--- config.mk ---
export PLATFORM = sky130hd
export DESIGN_NAME = uart_tx_arbiter
export DESIGN_NICKNAME = d
export VERILOG_FILES = /design/src/rtl/uart_tx_arbiter_pkg.sv /design/src/rtl/uart_tx_arbiter_serializer.sv /design/src/rtl/uart_tx_arbiter.sv
export SDC_FILE = /design/constraint.sdc
export NUM_CORES = 1
export LEC_CHECK = 0
export CAP_MARGIN = 0
export CORE_ASPECT_RATIO = 0.5
export CORE_UTILIZATION = 35
export DETAILED_ROUTE_END_ITERATION = 6
export PLACE_DENSITY = 0.62
export SKIP_LAST_GASP = 1
export SLEW_MARGIN = 20
export SYNTH_ARGS = -nofsm -noshare
export SYNTH_HDL_FRONTEND = slang
export SYNTH_HIERARCHICAL = 1
export SYNTH_SLANG_ARGS = --single-unit
--- constraint.sdc ---
create_clock -name clk -period 1.92 [get_ports clk]
set_clock_uncertainty 0.1 [all_clocks]
set_input_delay 0.288 -clock clk [delete_from_list [all_inputs] [get_ports clk]]
set_output_delay 0.288 -clock clk [all_outputs]
set_load 0.02 [all_outputs]
--- src/rtl/uart_tx_arbiter_pkg.sv ---
// Shared definitions for the UART TX arbiter: frame length, default baud
// divider, arbiter/serializer state encodings and a counter-width helper.
package uart_tx_arbiter_pkg;

    localparam int UART_LEN             = 8;
    localparam int CLKS_PER_BIT_DEFAULT = 868;

    typedef enum logic {
        ARB_IDLE = 1'b0,
        ARB_OWN  = 1'b1
    } arb_state_t;

    typedef enum logic [1:0] {
        TX_IDLE  = 2'd0,
        TX_START = 2'd1,
        TX_DATA  = 2'd2,
        TX_STOP  = 2'd3
    } tx_state_t;

    // Width of a counter that must hold values 0..n-1 (never narrower than 1 bit).
    function automatic int cnt_width(input int n);
        return (n > 1) ? $clog2(n) : 1;
    endfunction

endpackage

--- src/rtl/uart_tx_arbiter_serializer.sv ---
// 8N1 UART serializer. Takes one byte per valid/ready handshake (ready only
// while idle), drives the start bit on the cycle after acceptance, sends data
// LSB first and holds every bit exactly CLKS_PER_BIT cycles. frame_done
// pulses on the last cycle of the stop bit.
module uart_tx_arbiter_serializer
    import uart_tx_arbiter_pkg::*;
#(
    parameter int CLKS_PER_BIT = CLKS_PER_BIT_DEFAULT
) (
    input  logic                clk,
    input  logic                rst_n,
    input  logic                in_valid,
    input  logic [UART_LEN-1:0] in_data,
    output logic                in_ready,
    output logic                uart_tx,
    output logic                idle,
    output logic                frame_done
);

    localparam int            CW       = cnt_width(CLKS_PER_BIT);
    localparam logic [CW-1:0] CNT_LAST = CW'(CLKS_PER_BIT - 1);

    tx_state_t           state_q, state_d;
    logic [CW-1:0]       cnt_q, cnt_d;
    logic [2:0]          bit_q, bit_d;
    logic [UART_LEN-1:0] shreg_q, shreg_d;
    logic                tx_q, tx_d;
    logic                cnt_last;

    assign cnt_last   = (cnt_q == CNT_LAST);
    assign in_ready   = (state_q == TX_IDLE);
    assign idle       = (state_q == TX_IDLE);
    assign frame_done = (state_q == TX_STOP) && cnt_last;
    assign uart_tx    = tx_q;

    // Serializer registers; the line is forced high the moment reset asserts.
    always_ff @(posedge clk or negedge rst_n) begin
        if (!rst_n) begin
            state_q <= TX_IDLE;
            cnt_q   <= '0;
            bit_q   <= '0;
            shreg_q <= '0;
            tx_q    <= 1'b1;
        end else begin
            state_q <= state_d;
            cnt_q   <= cnt_d;
            bit_q   <= bit_d;
            shreg_q <= shreg_d;
            tx_q    <= tx_d;
        end
    end

    // Bit timing and frame sequencing; tx_d is the line level for the next cycle.
    always_comb begin
        state_d = state_q;
        cnt_d   = cnt_q;
        bit_d   = bit_q;
        shreg_d = shreg_q;
        tx_d    = tx_q;
        case (state_q)
            TX_IDLE: begin
                if (in_valid) begin
                    state_d = TX_START;
                    cnt_d   = '0;
                    shreg_d = in_data;
                    tx_d    = 1'b0;
                end
            end
            TX_START: begin
                if (cnt_last) begin
                    state_d = TX_DATA;
                    cnt_d   = '0;
                    bit_d   = '0;
                    tx_d    = shreg_q[0];
                end else begin
                    cnt_d = cnt_q + 1'b1;
                end
            end
            TX_DATA: begin
                if (cnt_last) begin
                    cnt_d = '0;
                    if (bit_q == 3'd7) begin
                        state_d = TX_STOP;
                        tx_d    = 1'b1;
                    end else begin
                        bit_d   = bit_q + 3'd1;
                        shreg_d = shreg_q >> 1;
                        tx_d    = shreg_q[1];
                    end
                end else begin
                    cnt_d = cnt_q + 1'b1;
                end
            end
            TX_STOP: begin
                if (cnt_last) begin
                    state_d = TX_IDLE;
                    cnt_d   = '0;
                    tx_d    = 1'b1;
                end else begin
                    cnt_d = cnt_q + 1'b1;
                end
            end
            default: begin
                state_d = TX_IDLE;
                tx_d    = 1'b1;
            end
        endcase
    end

endmodule

--- src/rtl/uart_tx_arbiter.sv ---
// Round-robin, packet-granular arbiter sharing one UART TX line between
// NUM_REQ byte sources. A granted source keeps the line until the stop bit of
// its last byte has been sent; other requests never pre-empt it.
// Optional feature: define UART_TX_ARB_TIMEOUT_EN to end a packet whose owner
// stays silent for TIMEOUT_CYCLES idle cycles (abort pulses); otherwise abort
// is always 0 and an owner may stall indefinitely.
module uart_tx_arbiter
    import uart_tx_arbiter_pkg::*;
#(
    parameter int NUM_REQ        = 3,
    parameter int CLKS_PER_BIT   = CLKS_PER_BIT_DEFAULT,
    parameter int TIMEOUT_CYCLES = 65535
) (
    input  logic                         clk,
    input  logic                         rst_n,
    input  logic [NUM_REQ-1:0]           src_valid,
    input  logic [NUM_REQ*UART_LEN-1:0]  src_data,
    input  logic [NUM_REQ-1:0]           src_last,
    output logic [NUM_REQ-1:0]           src_ready,
    output logic [NUM_REQ-1:0]           grant,
    output logic                         uart_tx,
    output logic                         busy,
    output logic                         abort
);

    localparam int              IDXW   = $clog2(NUM_REQ);
    localparam logic [IDXW:0]   NREQ_W = (IDXW + 1)'(NUM_REQ);

    generate
        if (NUM_REQ < 2 || NUM_REQ > 8 || CLKS_PER_BIT < 2 || TIMEOUT_CYCLES < 1) begin : g_bad_params
            $error("uart_tx_arbiter: parameter out of range");
        end
    endgenerate

    arb_state_t          state_q, state_d;
    logic [NUM_REQ-1:0]  grant_q, grant_d;
    logic [IDXW-1:0]     own_q, own_d, rr_q, rr_d, pick_idx, own_next;
    logic                last_q, last_d, abort_q, abort_d;
    logic [NUM_REQ-1:0]  rot_valid;
    logic [IDXW:0]       pick_sum;
    logic                pick_found;
    logic                sel_valid, sel_last;
    logic [UART_LEN-1:0] sel_data;
    logic                ser_valid, ser_ready, ser_idle, ser_done, accept, tmo_hit;

    // Round-robin search: rotate requests so the rr pointer sits at bit 0,
    // take the lowest set bit, then rotate the index back.
    always_comb begin
        rot_valid  = NUM_REQ'({src_valid, src_valid} >> rr_q);
        pick_found = 1'b0;
        pick_sum   = '0;
        for (int k = NUM_REQ - 1; k >= 0; k--) begin
            if (rot_valid[k]) begin
                pick_found = 1'b1;
                pick_sum   = {1'b0, rr_q} + (IDXW + 1)'(k);
            end
        end
        if (pick_sum >= NREQ_W) begin
            pick_sum = pick_sum - NREQ_W;
        end
        pick_idx = pick_sum[IDXW-1:0];
    end

    // Steer the owner's byte, valid and last flag towards the serializer.
    always_comb begin
        sel_valid = 1'b0;
        sel_last  = 1'b0;
        sel_data  = '0;
        for (int k = 0; k < NUM_REQ; k++) begin
            if (own_q == IDXW'(k)) begin
                sel_valid = src_valid[k];
                sel_last  = src_last[k];
                sel_data  = src_data[k*UART_LEN +: UART_LEN];
            end
        end
    end

    assign own_next  = (own_q == IDXW'(NUM_REQ - 1)) ? '0 : own_q + 1'b1;
    assign ser_valid = (state_q == ARB_OWN) && sel_valid;
    assign accept    = ser_valid && ser_ready;

    genvar gi;
    generate
        for (gi = 0; gi < NUM_REQ; gi++) begin : g_ready
            assign src_ready[gi] = (state_q == ARB_OWN) && grant_q[gi] && src_valid[gi] && ser_ready;
        end
    endgenerate

`ifdef UART_TX_ARB_TIMEOUT_EN
    localparam int TW = cnt_width(TIMEOUT_CYCLES + 1);

    logic [TW-1:0] tmo_q, tmo_d;
    logic          owner_silent;

    assign owner_silent = (state_q == ARB_OWN) && ser_idle && !sel_valid;
    assign tmo_hit      = owner_silent && (tmo_q == TW'(TIMEOUT_CYCLES - 1));

    // Count consecutive idle-line cycles in which the owner offers nothing.
    always_ff @(posedge clk or negedge rst_n) begin
        if (!rst_n) begin
            tmo_q <= '0;
        end else begin
            tmo_q <= tmo_d;
        end
    end

    // Any activity, or leaving ARB_OWN, restarts the silence count.
    always_comb begin
        tmo_d = '0;
        if (owner_silent) begin
            tmo_d = tmo_q + 1'b1;
        end
    end
`else
    assign tmo_hit = 1'b0;
`endif

    // Arbiter state register.
    always_ff @(posedge clk or negedge rst_n) begin
        if (!rst_n) begin
            state_q <= ARB_IDLE;
            grant_q <= '0;
            own_q   <= '0;
            rr_q    <= '0;
            last_q  <= 1'b0;
            abort_q <= 1'b0;
        end else begin
            state_q <= state_d;
            grant_q <= grant_d;
            own_q   <= own_d;
            rr_q    <= rr_d;
            last_q  <= last_d;
            abort_q <= abort_d;
        end
    end

    // Grant on request, remember a last byte, release after its stop bit (or on timeout).
    always_comb begin
        state_d = state_q;
        grant_d = grant_q;
        own_d   = own_q;
        rr_d    = rr_q;
        last_d  = last_q;
        abort_d = 1'b0;
        case (state_q)
            ARB_IDLE: begin
                if (pick_found) begin
                    state_d = ARB_OWN;
                    own_d   = pick_idx;
                    grant_d = NUM_REQ'(1) << pick_idx;
                    last_d  = 1'b0;
                end
            end
            ARB_OWN: begin
                if (accept) begin
                    last_d = sel_last;
                end
                if ((ser_done && last_q) || tmo_hit) begin
                    state_d = ARB_IDLE;
                    grant_d = '0;
                    last_d  = 1'b0;
                    rr_d    = own_next;
                    abort_d = tmo_hit;
                end
            end
            default: begin
                state_d = ARB_IDLE;
                grant_d = '0;
            end
        endcase
    end

    uart_tx_arbiter_serializer #(
        .CLKS_PER_BIT (CLKS_PER_BIT)
    ) u_serializer (
        .clk        (clk),
        .rst_n      (rst_n),
        .in_valid   (ser_valid),
        .in_data    (sel_data),
        .in_ready   (ser_ready),
        .uart_tx    (uart_tx),
        .idle       (ser_idle),
        .frame_done (ser_done)
    );

    assign grant = grant_q;
    assign busy  = (grant_q != '0) || !ser_idle;
    assign abort = abort_q;

endmodule
# Yosys cells after proc, flatten, opt, wreduce, memory -nomap -nowiden
# Index checks and enable logic that the tools add are counted.
word_totals:
  reg_bits: 33
  out_inout_bits: 9
  word_cells: 115
op_classes:
  add_sub_neg: 6
  n_lt_le_gt_ge: 1
  eq_ne: 16
  shifts: 2
  muxes: 50
  n_bitwise: 1
  n_reduce_logical: 29
ops:
  columns: ["op", "n"]
  rows:
  - ["8-bit two-way mux", 6]
  - ["3-bit two-way mux", 8]
  - ["10-bit two-way mux", 2]
  - ["10-bit one-hot mux with 2 select lines", 1]
  - ["1-bit two-way mux", 19]
  - ["8-bit one-hot mux with 2 select lines", 1]
  - ["2-bit two-way mux", 7]
  - ["1-bit logical AND", 13]
  - ["3-bit one-hot mux with 2 select lines", 2]
  - ["4-bit AND reduction", 3]
  - ["10-bit by 1-bit adder with 10-bit output, second input constant", 1]
  - ["10-bit equality test, second input constant", 1]
  - ["2-bit by 1-bit inequality test with 1-bit output, second input constant", 5]
  - ["2-bit one-hot mux with 4 select lines", 1]
  - ["2-bit AND reduction", 4]
  - ["2-bit equality test, second input constant", 3]
  - ["2-bit inequality test, second input constant", 3]
  - ["6-bit by 2-bit >> shifter with 3-bit output", 1]
  - ["5-bit AND reduction", 1]
  - ["2-bit by 1-bit equality test with 1-bit output, second input constant", 2]
  - ["2-bit zero test", 2]
  - ["1-bit one-hot mux with 2 select lines", 2]
  - ["1-bit one-hot mux with 4 select lines", 1]
  - ["2-bit nonzero test", 2]
  - ["14 further kinds", 14]

# Depth between registers and ports, before layout
logic_depth:
  ltp_word: 9
  depth_mapped: 9
  mapped_depth_nobuf: 9

# Modules after synthesis
# The synthesis kept the hierarchy.
by_module_without_submodules:
  columns: ["mod", "n_inst", "cells_per_inst", "area_each_um2", "seq_area_each_um2"]
  rows:
  - ["uart_tx_arbiter_serializer", 1, 131, 1381.3, 601.8]
  - ["uart_tx_arbiter", 1, 111, 928.4, 225.2]

# Worst setup path after synthesis
# Ideal clock, no wire load.
synth_path:
  path_type: "register to register"
  startpoint: "register u_serializer.bit_q[0]"
  endpoint: "register u_serializer.shreg_q[0]"
  setup_ps: 125
  t_arrival_ps: 1804
  required_ps: 1695
  setup_slack_ps: -109
  path_stages_with_launch: 7
  path_buffers: 0
  synth_period_minus_slack_ps: 2029
  path_cell_list: "dfrtp_1 ha_1 ha_1 nor4b_2 nand4_1 a21oi_4 mux2_2"
synth_between:
  elab_chain_cells: 3
synth_rtl:
  columns: ["element", "line_no", "text"]
  rows:
  - ["start, declared", "uart_tx_arbiter_serializer.sv:25", "logic [2:0] bit_q, bit_d;"]
  - ["start signal, assigned", "uart_tx_arbiter_serializer.sv:47", "bit_q <= bit_d;"]
  - ["3-bit equality test", "uart_tx_arbiter_serializer.sv:82", "if (bit_q == 3'd7) begin"]
  - ["2-bit inequality test (no line)", null, null]
  - ["4-bit AND reduction (no line)", null, null]
  - ["end signal, assigned", "uart_tx_arbiter_serializer.sv:48", "shreg_q <= shreg_d;"]
  - ["end, declared", "uart_tx_arbiter_serializer.sv:26", "logic [UART_LEN-1:0] shreg_q, shreg_d;"]
# Every way passes these cells.
# A chain may end at the register's enable or synchronous reset.

# Final worst setup path
layout_path:
  startpoint: "register u_serializer.state_q[1]"
  endpoint: "output port busy"
layout_between:
  elab_chain_cells: 3
layout_rtl:
  columns: ["element", "line_no", "text"]
  rows:
  - ["start, declared", "uart_tx_arbiter_serializer.sv:23", "tx_state_t state_q, state_d;"]
  - ["start signal, assigned", "uart_tx_arbiter_serializer.sv:45", "state_q <= state_d;"]
  - ["2-bit zero test", "uart_tx_arbiter_serializer.sv:32", "assign idle = (state_q == TX_IDLE);"]
  - ["named net ser_idle", "uart_tx_arbiter.sv:44", "logic ser_valid, ser_ready, ser_idle, ser_done, accept, tmo_hit;"]
  - ["1-bit zero test", "uart_tx_arbiter.sv:187", "assign busy = (grant_q != '0) || !ser_idle;"]
  - ["1-bit logical OR", "uart_tx_arbiter.sv:187", null]
  - ["end, declared", "uart_tx_arbiter.sv:22", "output logic busy,"]
# The timed path passes the listed nets, and every way through them passes these cells.

==> flow_summary_export.csv <==
group,metric,value,unit
synth,ys_seq_elements,33,
routing,vias,2174,
clocking,cts_root_buf,"clkbuf_16",
global_routing,grt_pass1_wl,9.98,mm
routing,antenna_left,0,
clocking,cts_tree,"done",
power,power.density,535,nW/um^2
finish,multi_input_area,1630,sq um
routing,drt-wirelength-per-cell,15.3,microns
timing,worst_pin_slew,0.487,ns
timing,period_needed,2.04,ns
timing,slew_headroom,0.671,
die,die_x,117,microns
setup_path,path_cells,"inv_2, ha_4, or4b_2, buf_4",
global_routing,grt_max_degree,34,
die,io-pin-count,41,
synth,yosysWarnings,6,
worst_hold_path,hp-class,"in2async",
global_routing,overflow,0,
routing,drt_iter0_markers,51,
routing,firstDrtPassIters,6,
synth,syn_nets,283,
clocking,cts_made_buffers,5,
finish,finalNonFillerCells,418,
synth,avgSynthCellArea,9.54,sq um
global_routing,grt_pass1_vias,2143,
run_status,status,"complete, but fails checks",
setup_path,r2r_cells,7,
setup_path,worstPathRequired,1.53,ns
setup_path,crit_type,"reg2out",
setup_path,endpoint_kind,"output pin",
finish,drive_gt1_frac,0.403,
die,initial_core_util,0.372,
routing,drt-total-wl,6.41,mm
setup_path,r2r_slack,-0.10,ns
power,ir_drop,468,uV
die,fp.dieH,59.4,microns
synth,synth-edff-count,0,
setup_path,slowest_stage,"or4b_2",
timing,drv_slew,0,
timing,min_period_over_period,1.06,
finish,ff_latch_area,831,sq um
synth,synthSimpleGateAreaFrac,0.244,
clocking,clkTransAtPathRegs,0.05,ns
synth,synthTopCellsByCount,"32 x dfrtp_1, 22 x nand2_1, 18 x o21ai_0, 17 x mux2_2, 16 x nor2_1",
synth,ys.flop_type,"dfrtp_1",
timing,finalWorstSetupSlack,-0.119,ns
setup_path,cp_data_arrival_time,1.65,ns
setup_path,timing.critical_path.from_type,"register",
placed_design,dp_cells,397,
synth,synth.largest_area_cell,"dfrtp_1",
timing,rsz0062_at_grt,"true",
finish,stdcell_area,3570,sq um
placed_design,numPortBuffers,39,
finish,diodes,0,
timing,hold_viol_final,0,
synth,synth_xor_area_frac,0.0265,
clocking,clockBufferDepth,2,
flow_run,max_cap_viol_count,0,
placed_design,dpl-instance-area,3070,sq um
synth,synth_seq_area_share,0.358,
setup_path,slowest_delay,0.58,ns
placed_design,gp_congestion,0.798,
clocking,clk_latency,0.28,ns
synth,synth_top_family_by_area,"simple AND/OR/NAND/NOR gates",
synth,yosysMostFrequentCell,"dfrtp_1",
finish,layout.nets,370,
timing,timing.hold.ws,0.313,ns
finish,syn_to_final_growth,54.4,%
die,die_area,6950,sq um
synth,synth_area_leaders,"dfrtp_1 35%, mux2_2 8.3%, mux2i_1 5.2%",
setup_path,r2r-end,"u_serializer/shreg_q[5]$_DFFE_PN0P_",
run_status,failed_checks,"setup timing",
clocking,htree_levels,2,
timing,fmax,491,MHz
synth,synth-adder-area-share,0.0488,
synth,synth.mux.area_fraction,0.135,
die,rows,20,
synth,synthCells,242,
synth,synth_top_area_frac,0.347,
power,p_leak,1.51,nW
setup_path,cp_max_fo,2,
synth,synthArstFlopShare,1.00,
die,core,6210,sq um
global_routing,antenna_found_initial,0,
placed_design,hpwlAfterDp,4.47,mm
synth,ys_types,59,
clocking,numClockSinks,33,
synth,syn-cell-area,2310,sq um
finish,fillerInstances,561,
routing,drc,0,
global_routing,grt_use_total,0.189,
setup_path,timing.rr.start,"u_serializer/bit_q[0]$_DFFE_PN0P_",
routing,via_per_inst,5.20,
synth,synth_compound_area_frac,0.144,
timing,finalSetupViolCount,8,
## metal layers
layer,track usage,routed length (microns)
met3,0.0276,159
met5,0,0
met2,0.337,3240
met4,0.0759,104
met1,0.234,2900
## cell usage in the layout (no fill, tap or decap), types with 5 or more instances in the layout
cell type,n
buf_4,48
clkbuf_16,5
nand3_1,8
mux2_4,8
buf_6,8
mux2i_1,11
dfrtp_1,29
mux2_2,9
o21ai_0,16
nand2_1,20
clkdlybuf4s50_1,32
nor2_1,16
## report_power, final
group          leakage, nW  internal [mW]  switching [mW]
Clock               0.0799          0.548           0.282
Combinational         1.04          0.193           0.155
Sequential           0.394          0.715          0.0127
Total                 1.51           1.46           0.450
## repair_timing
action	CTS	global route
buffers inserted	8	5
gates resized for setup	36	38
pin swaps	3	16
hold buffers	0	0
endpoints found under the setup margin	27	25
## worst max-delay path by stage
stage | startpoint | end | cells past startpoint
floorplan | u_serializer/bit_q[0]$_DFFE_PN0P_ | u_serializer/shreg_q[0]$_DFFE_PN0P_ | 6
global placement | src_valid[2] | grant[2]$_DFFE_PN0P_ | 7
detailed placement | src_valid[1] | u_serializer/cnt_q[7]$_DFFE_PN0N_ | 8
CTS | u_serializer/state_q[1]$_DFFE_PN0P_ | busy | 4
global route | u_serializer/state_q[1]$_DFFE_PN0P_ | busy | 4
finish | u_serializer/state_q[1]$_DFFE_PN0P_ | busy | 4
## critical path: cells and delay by family, from the launching register on
family                     cells  cell delay [ns]
adders and majority gates      1             0.14
buffers and inverters          2             0.27
DFF                            1             0.39
and+or+nand+nor                1             0.58
## metrics by stage
| step | power, mW | setup slack, ns | TNS (ns) | utilization |
|---|---|---|---|---|
| 4_1_cts | 1.90 | -0.151 | -0.772 | 0.539 |
| 6_report | 1.91 | -0.119 | -0.788 | 0.575 |
| 2_1_floorplan | 0.884 | -0.0280 | -0.140 | - |
| 3_3_place_gp | 1.03 | -0.406 | -9.42 | 0.495 |
| 3_5_place_dp | 1.04 | -0.448 | -10.20 | 0.495 |
| 5_1_grt | 1.99 | -0.159 | -1.39 | 0.575 |
## sequential cells by signal (all words and copies together) (netlist names)
signal,count
own_q,2
last_q,1
grant,3
u_serializer/cnt_q,10
u_serializer/shreg_q,8
u_serializer/uart_tx,1
u_serializer/bit_q,3
state_q,1
rr_q,2
u_serializer/state_q,2
## layout make-up
type | instances | share of cell area
Multi-Input combinational cell | 191 | 0.456
Inverter | 4 | 0.00421
Clock buffer | 7 | 0.0428
Sequential cell | 33 | 0.233
Tap cell | 88 | 0.0309
Timing Repair Buffer | 94 | 0.232
Clock inverter | 1 | 0.00140
## cell families (layout without fill, tap and decap cells)
family | Yosys count | in the layout
adders and majority gates | 9 | 9
AOI/OAI and AO/OA | 47 | 47
DFF | 33 | 33
and+or+nand+nor | 98 | 98
other | 1 | 1
muxes | 29 | 29
buffers and inverters | 18 | 106
xor gates and xnor gates | 7 | 7
Note: power is estimated with default switching activity, not from simulation.
